==> src/rtl/copy_mem_to_packet.sv <==
// Replays packets stored in SRAM as a TX byte stream: regenerates preamble/SFD, streams the
// stored bytes verbatim, enforces the inter-frame gap and commits the SRAM read pointer.
module copy_mem_to_packet #(
  parameter int pDATA_WIDTH        = 8,
  parameter int pMAX_PACKET_LENGHT = 1536,
  parameter int pDEPTH_RAM         = 2 * pMAX_PACKET_LENGHT,
  parameter int pFIFO_WIDTH        = $clog2(pMAX_PACKET_LENGHT),
  parameter int pIFG_LEN           = 12
) (
  input  logic                          iclk,
  input  logic                          i_rst,
  input  logic                          iempty,
  input  logic [pFIFO_WIDTH-1:0]        ilen_pac,
  input  logic                          ipause,
  output logic                          olen_rd,
  output logic [$clog2(pDEPTH_RAM)-1:0] ordaddr,
  input  logic [pDATA_WIDTH-1:0]        irdata,
  output logic                          otx_en,
  output logic [pDATA_WIDTH-1:0]        otx_d,
  output logic [$clog2(pDEPTH_RAM)-1:0] optr_rd,
  output logic                          opkt_done,
  output logic                          oerr
);
  localparam int AW = $clog2(pDEPTH_RAM);
  localparam int CW = pFIFO_WIDTH + 1;
  localparam logic [pDATA_WIDTH-1:0] PREAMBLE_BYTE = pDATA_WIDTH'(8'h55);
  localparam logic [pDATA_WIDTH-1:0] SFD_BYTE      = pDATA_WIDTH'(8'hD5);
  localparam logic [CW-1:0]          PRE_LAST      = CW'(6);
  localparam logic [CW-1:0]          MAX_LEN       = CW'(pMAX_PACKET_LENGHT);
  // The IDLE look-ahead cycle also holds otx_en low, so the IFG state itself is one cycle shorter.
  localparam logic [CW-1:0]          IFG_LAST      = CW'(pIFG_LEN - 2);

  typedef enum logic [2:0] {S_IDLE, S_PREAMBLE, S_SFD, S_DATA, S_IFG} state_t;

  state_t                 state, state_d;
  logic [CW-1:0]          cnt, cnt_d;
  logic [pFIFO_WIDTH-1:0] len_q, len_d;
  logic [AW-1:0]          ptr_d, addr_d;
  logic                   len_rd_d, err_d, done_d, tx_en_d;
  logic [pDATA_WIDTH-1:0] tx_d_d;

  function automatic logic [AW-1:0] addr_inc(input logic [AW-1:0] a);
    return (a == AW'(pDEPTH_RAM - 1)) ? '0 : a + AW'(1);
  endfunction

  // Lengths are always below pDEPTH_RAM, so one conditional subtraction is a full modulo.
  function automatic logic [AW-1:0] ptr_add(input logic [AW-1:0] p, input logic [pFIFO_WIDTH-1:0] l);
    logic [AW+1:0] s;
    s = {2'b00, p} + (AW+2)'(l);
    if (s >= (AW+2)'(pDEPTH_RAM)) s = s - (AW+2)'(pDEPTH_RAM);
    return s[AW-1:0];
  endfunction

  always_comb begin
    // NOTE: every signal gets a default before the case so no path can infer a latch.
    state_d  = state;
    cnt_d    = cnt;
    len_d    = len_q;
    ptr_d    = optr_rd;
    addr_d   = optr_rd;
    len_rd_d = 1'b0;
    err_d    = 1'b0;
    done_d   = 1'b0;
    tx_en_d  = 1'b0;
    tx_d_d   = '0;
    case (state)
      S_IDLE: begin
        // A pop issued last cycle has not reached the FIFO head yet; skip one look.
        if (!iempty && !ipause && !olen_rd) begin
          len_rd_d = 1'b1;
          len_d    = ilen_pac;
          cnt_d    = '0;
          if (ilen_pac == '0) begin
            state_d = S_IDLE;
          end else if ({1'b0, ilen_pac} > MAX_LEN) begin
            err_d = 1'b1;
            ptr_d = ptr_add(optr_rd, ilen_pac);
          end else begin
            state_d = S_PREAMBLE;
          end
        end
      end
      S_PREAMBLE: begin
        tx_en_d = 1'b1;
        tx_d_d  = PREAMBLE_BYTE;
        cnt_d   = cnt + CW'(1);
        if (cnt == PRE_LAST) begin
          cnt_d   = '0;
          state_d = S_SFD;
        end
      end
      S_SFD: begin
        tx_en_d = 1'b1;
        tx_d_d  = SFD_BYTE;
        addr_d  = addr_inc(optr_rd);
        cnt_d   = '0;
        state_d = S_DATA;
      end
      S_DATA: begin
        tx_en_d = 1'b1;
        tx_d_d  = irdata;
        addr_d  = addr_inc(ordaddr);
        cnt_d   = cnt + CW'(1);
        if (cnt == {1'b0, len_q} - CW'(1)) begin
          cnt_d   = '0;
          state_d = S_IFG;
        end
      end
      S_IFG: begin
        if (cnt == '0) begin
          done_d = 1'b1;
          ptr_d  = ptr_add(optr_rd, len_q);
        end
        cnt_d = cnt + CW'(1);
        if (cnt == IFG_LAST) begin
          cnt_d   = '0;
          state_d = S_IDLE;
        end
      end
      default: state_d = S_IDLE;
    endcase
  end

  always_ff @(posedge iclk) begin
    // NOTE: state and registered outputs update with non-blocking assignments only.
    if (i_rst) begin
      state     <= S_IDLE;
      cnt       <= '0;
      len_q     <= '0;
      optr_rd   <= '0;
      ordaddr   <= '0;
      olen_rd   <= 1'b0;
      oerr      <= 1'b0;
      opkt_done <= 1'b0;
      otx_en    <= 1'b0;
      otx_d     <= '0;
    end else begin
      state     <= state_d;
      cnt       <= cnt_d;
      len_q     <= len_d;
      optr_rd   <= ptr_d;
      ordaddr   <= addr_d;
      olen_rd   <= len_rd_d;
      oerr      <= err_d;
      opkt_done <= done_d;
      otx_en    <= tx_en_d;
      otx_d     <= tx_d_d;
    end
  end

endmodule

==> config.mk <==
export PLATFORM = sky130hd
export DESIGN_NAME = copy_mem_to_packet
export DESIGN_NICKNAME = d
export VERILOG_FILES = /design/src/rtl/copy_mem_to_packet.sv
export SDC_FILE = /design/constraint.sdc
export NUM_CORES = 1
export LEC_CHECK = 0
export CORE_MARGIN = 1.5
export CORE_UTILIZATION = 30
export CTS_BUF_LIST = sky130_fd_sc_hd__clkbuf_8
export CTS_CLUSTER_SIZE = 30
export DETAILED_ROUTE_END_ITERATION = 8
export MAX_ROUTING_LAYER = met4
export PLACE_DENSITY = 0.6
export SLEW_MARGIN = 20
export SYNTH_ARGS = -nofsm -noshare
export SYNTH_HDL_FRONTEND = slang
export SYNTH_SLANG_ARGS = --single-unit
==> constraint.sdc <==
create_clock -name iclk -period 4.8 [get_ports iclk]
set_input_delay 0.96 -clock iclk [delete_from_list [all_inputs] [get_ports iclk]]
set_output_delay 0.96 -clock iclk [all_outputs]
set_load 0.02 [all_outputs]
==> metrics.log <==
INFO  metric worst_hold_path.num_cells = 2
INFO  metric clock_power_share = 0.289
INFO  metric slowest_stage_delay_on_critical_path = 0.52 ns
INFO  metric synthesis.yosys.warnings = 0
INFO  metric cts.repair.resized = 0
INFO  metric cts-root-to-sink-buffers = 2
INFO  metric post_synthesis_cell_type_count = 72
INFO  metric global_route_wire_length_before_repair = 20460 um
INFO  metric static-leakage-power = 2.206 nW
INFO  metric route.antenna.remaining_nets = 0
INFO  metric preCtsSetupSlack = -0.04225 ns
INFO  metric power.switching_fraction = 0.3340
INFO  metric share_of_flip_flops_with_an_asynchronous_set_or_reset_after_synthesis = 0
INFO  metric setup_violations_final = 0
INFO  metric power-per-cell-area = ~240 mW/mm^2
INFO  metric fin_worst_skew = just over 0.006 ns
INFO  metric overflow = 0
INFO  metric clk_pin_slew = roughly 0.070 ns
INFO  metric routedWlPerCell = 15.71 um
INFO  metric total_power = ~1.3 mW
INFO  metric post_route_worst_hold_slack = around 0.55 ns
INFO  metric dpl.hpwl = 9714 um
INFO  metric status = finished with violations
INFO  metric final-max-slew-violation-count = 0
INFO  metric clkLatencyLatePin = 0.36 ns
INFO  metric synth.cell_area = 0.004518 mm^2
INFO  metric postCtsHoldBufs = 0
INFO  metric std_cell_rows = 44
INFO  metric grt_setup_unrepaired = false
INFO  metric timing.critical_path.fanout_max = 3
INFO  metric failed_checks = design-rule violations
INFO  metric drtIter0Drc = 218
INFO  metric nNetsFinal = 664
INFO  metric fp.dieH = 125.7 um
INFO  metric p_switching = between 0.4 and 0.5 mW
INFO  metric fp.coreArea = roughly 0.015 mm^2
INFO  metric fin_crit = 4.474 ns
INFO  metric synth-seq-area-share = 0.2747
INFO  metric antenna_cells = 0
INFO  metric detailed_place.area = 0.005289 mm^2
INFO  metric flow.area_growth_from_synthesis = 20.35%
INFO  metric total_routed_length = roughly 13000 um
INFO  metric worst_path_max_delay_cell = clkdlybuf4s50_1
INFO  metric overall_via_count_from_detail_route = 4166
INFO  metric utilization = 0.3713
INFO  metric globalplace.congestion = 0.8857
INFO  metric r2r.worst_path.cells = 14
INFO  metric number_of_antenna_violations_at_the_first_check_in_global_routing = 0
INFO  metric cp_num_buf_inv = 2
INFO  metric fin_area = 0.005438 mm^2
INFO  metric synth_area_leaders = dfxtp_1, ha_1, xnor2_1, nor2_1, mux2i_1
INFO  metric worst_pin_slew = ~1 ns
INFO  metric cts-htree-levels = 3
INFO  metric crit_required = 5.01 ns
INFO  metric setup_slack = 0.3259 ns
INFO  metric power_frac_comb = 0.269
INFO  metric slew_headroom = 0.3361
INFO  metric timing.critical_path.to_type = register
INFO  metric type_of_the_worst_setup_path = in2reg
INFO  metric postSynthCellCount = 555
INFO  metric clock_tree_from_tritoncts = done
INFO  metric ys_ff_latch = 62
INFO  metric numCtsBuffers = 9
INFO  metric max_clock_freq = 223.5 MHz
INFO  metric area_fraction_of_the_dominant_cell_type_after_synthesis = 0.2747
INFO  metric floorplan.die.width = 125.7 um
INFO  metric ctsRootBufferMaster = clkbuf_8
INFO  metric detail_route.first_pass.iterations = 8
INFO  metric vdd.ir_drop.worst = about 130 uV
INFO  metric worstSetupPathDepth = 16
INFO  metric layout-drive-gt1-share = 0.06036
INFO  metric synth_edf_count = 0
INFO  metric critical_path.top_delay_family = simple AND/OR/NAND/NOR gates
INFO  metric clock-sinks = 62
INFO  metric cellInternalPower = 0.8716 mW
INFO  metric floorplan.initialDensity = 0.3085
INFO  metric io_buffers = 58
INFO  metric final_hold_viol_count = 0
INFO  metric die_outline_area = between 0.015 and 0.02 mm^2
INFO  metric post-route-drc-count = 4
INFO  metric largest_net_degree_at_the_start_of_global_routing = 53
INFO  metric worst_ep_arrival_time = roughly 4.7 ns
INFO  metric postSynthNetCount = 610
INFO  metric synthFlopType = dfxtp_1
INFO  metric max_cap_viol_count = 0
INFO  metric worst_hold_path_type = reg2reg
INFO  metric global_route.usage.total = 0.1670
INFO  metric final.fill_count = 1501
INFO  metric vias_per_cell = 5.227
INFO  metric cts_setup_buffers = 0
INFO  metric power.share.sequential = 0.442
INFO  metric critical_path.cell_chain = clkdlybuf4s50_1 > ha_1 > inv_1 > fa_1 > nor2b_1 > o2111ai_1 > a31oi_1 > a31oi_1 > xnor2_1 > ha_1 > nand4b_1 > or3_1 > or4_1 > nand4_2 > mux2i_1 > o41ai_2
INFO  metric synthesis.area_per_instance = 8.141 um^2
INFO  metric synth_largest_area_cell = dfxtp_1
INFO  metric ioPinCount = 59
INFO  metric fin_crit_sh = 0.9321
INFO  metric first_global_vias = about 4000
INFO  metric start_kind = input port
## synthesized netlist by cell type, types with 3 or more instances
master    number
nand2b_1       4
nand4_1        4
buf_1          3
dfxtp_1       62
and3_1        22
clkbuf_1      15
nand2_1       43
nand3b_1       3
ha_1          30
a21oi_1       27
a311oi_1       4
xor2_1        19
a21o_1         7
mux2i_1       21
nor3b_1       13
nor2_1        65
o21ai_0       28
o21a_1         7
a31oi_1        8
nor3_1        18
nand4b_1       3
or4_1          5
inv_1         18
xnor2_1       32
nand3_1       16
a211oi_1       7
a221oi_1       4
o211ai_1       3
buf_2          4
nor4_1         4
nor2b_1        6
## cell usage in the layout (no fill, tap or decap), types with 3 or more instances in the layout
cell / instances
nand3b_1: 3
a21oi_1: 27
and3_1: 22
nand2b_1: 4
nor2b_1: 6
ha_1: 30
dfxtp_1: 62
mux2i_1: 21
nor2_1: 65
o21a_1: 7
xor2_1: 19
nor3_1: 18
clkbuf_8: 9
o21ai_0: 28
a31oi_1: 8
xnor2_1: 32
buf_4: 7
a21o_1: 7
a221oi_1: 4
nand2_1: 43
a211oi_1: 7
nor4_1: 4
or4_1: 5
inv_1: 22
clkdlybuf4s50_1: 57
nor3b_1: 13
nand4b_1: 3
nand4_1: 4
nand3_1: 16
o211ai_1: 3
a311oi_1: 4
## sequential cells by signal, summed over array words and instances (netlist names)
name       flops
cnt           12
len_q         11
oerr           1
olen_rd        1
opkt_done      1
optr_rd       12
ordaddr       12
otx_d          8
otx_en         1
state          3
## through the flow
stage	std cells	TNS, ns
floorplan	555	0
global placement	782	0
detailed placement	782	-0.04225
CTS	797	0
global route	797	0
finish	797	0
## final cells by class
type | instances | area, um^2 | area share
clock buffers | 9 | 123.9 | 0.02278
clock inverters | 6 | 25.02 | 0.004602
inverters | 18 | 67.56 | 0.01243
multi-input cells | 453 | 3122 | 0.5741
flip-flops and latches | 62 | 1241 | 0.2283
well taps | 184 | 230.2 | 0.04234
repair buffers | 65 | 628.1 | 0.1155
## path summary, 6_finish.rpt
| check | from | to | slack (ns) |
|---|---|---|---|
| worst max-delay path | ilen_pac[0] | optr_rd[11] | 0.33 |
| worst max register to register | optr_rd[1] | optr_rd[11] | 0.55 |
| worst min-delay path | cnt[11] | cnt[11] | 0.55 |
| worst min register to register | cnt[11] | cnt[11] | 0.55 |
## power groups by stage
| stage | Clock (mW) | Combinational (mW) | Sequential [mW] |
|---|---|---|---|
| 2_1_floorplan | 0 | 0.228 | 0.590 |
| 3_3_place_gp | 0 | 0.347 | 0.589 |
| 3_5_place_dp | 0 | 0.350 | 0.590 |
| 4_1_cts | 0.394 | 0.353 | 0.578 |
| 5_1_grt | 0.418 | 0.390 | 0.583 |
| 6_report | 0.378 | 0.353 | 0.578 |
## per-layer routing
metal  global-route usage  part of all wire  routed length [um]  up-vias
li1                     -                 -                   -     2121
met2               0.2527              0.44                5559      107
met1               0.2236              0.48                5953     1922
met3              0.03059             0.064                 807       16
met5                    -                 0                   0        -
met4              0.05677             0.016                 201        0
## worst min-delay path, stage by stage (launching register included)
cell and delay [ns]:
dfxtp_1 0.35, nand2_1 0.06, o21ai_0 0.08
## logic make-up after synthesis
kind of cell | count (synthesis) | share of synthesized area
AND/OR/NAND/NOR | 220 | 0.2487
AO/OA/AOI/OAI | 128 | 0.2013
flip-flops | 62 | 0.2747
XOR/XNOR | 52 | 0.1025
buffers and inverters | 40 | 0.03434
adder cells (fa/ha/maj) | 32 | 0.09194
multiplexers | 21 | 0.04652
No activity file was read; power rests on OpenSTA's default activity.
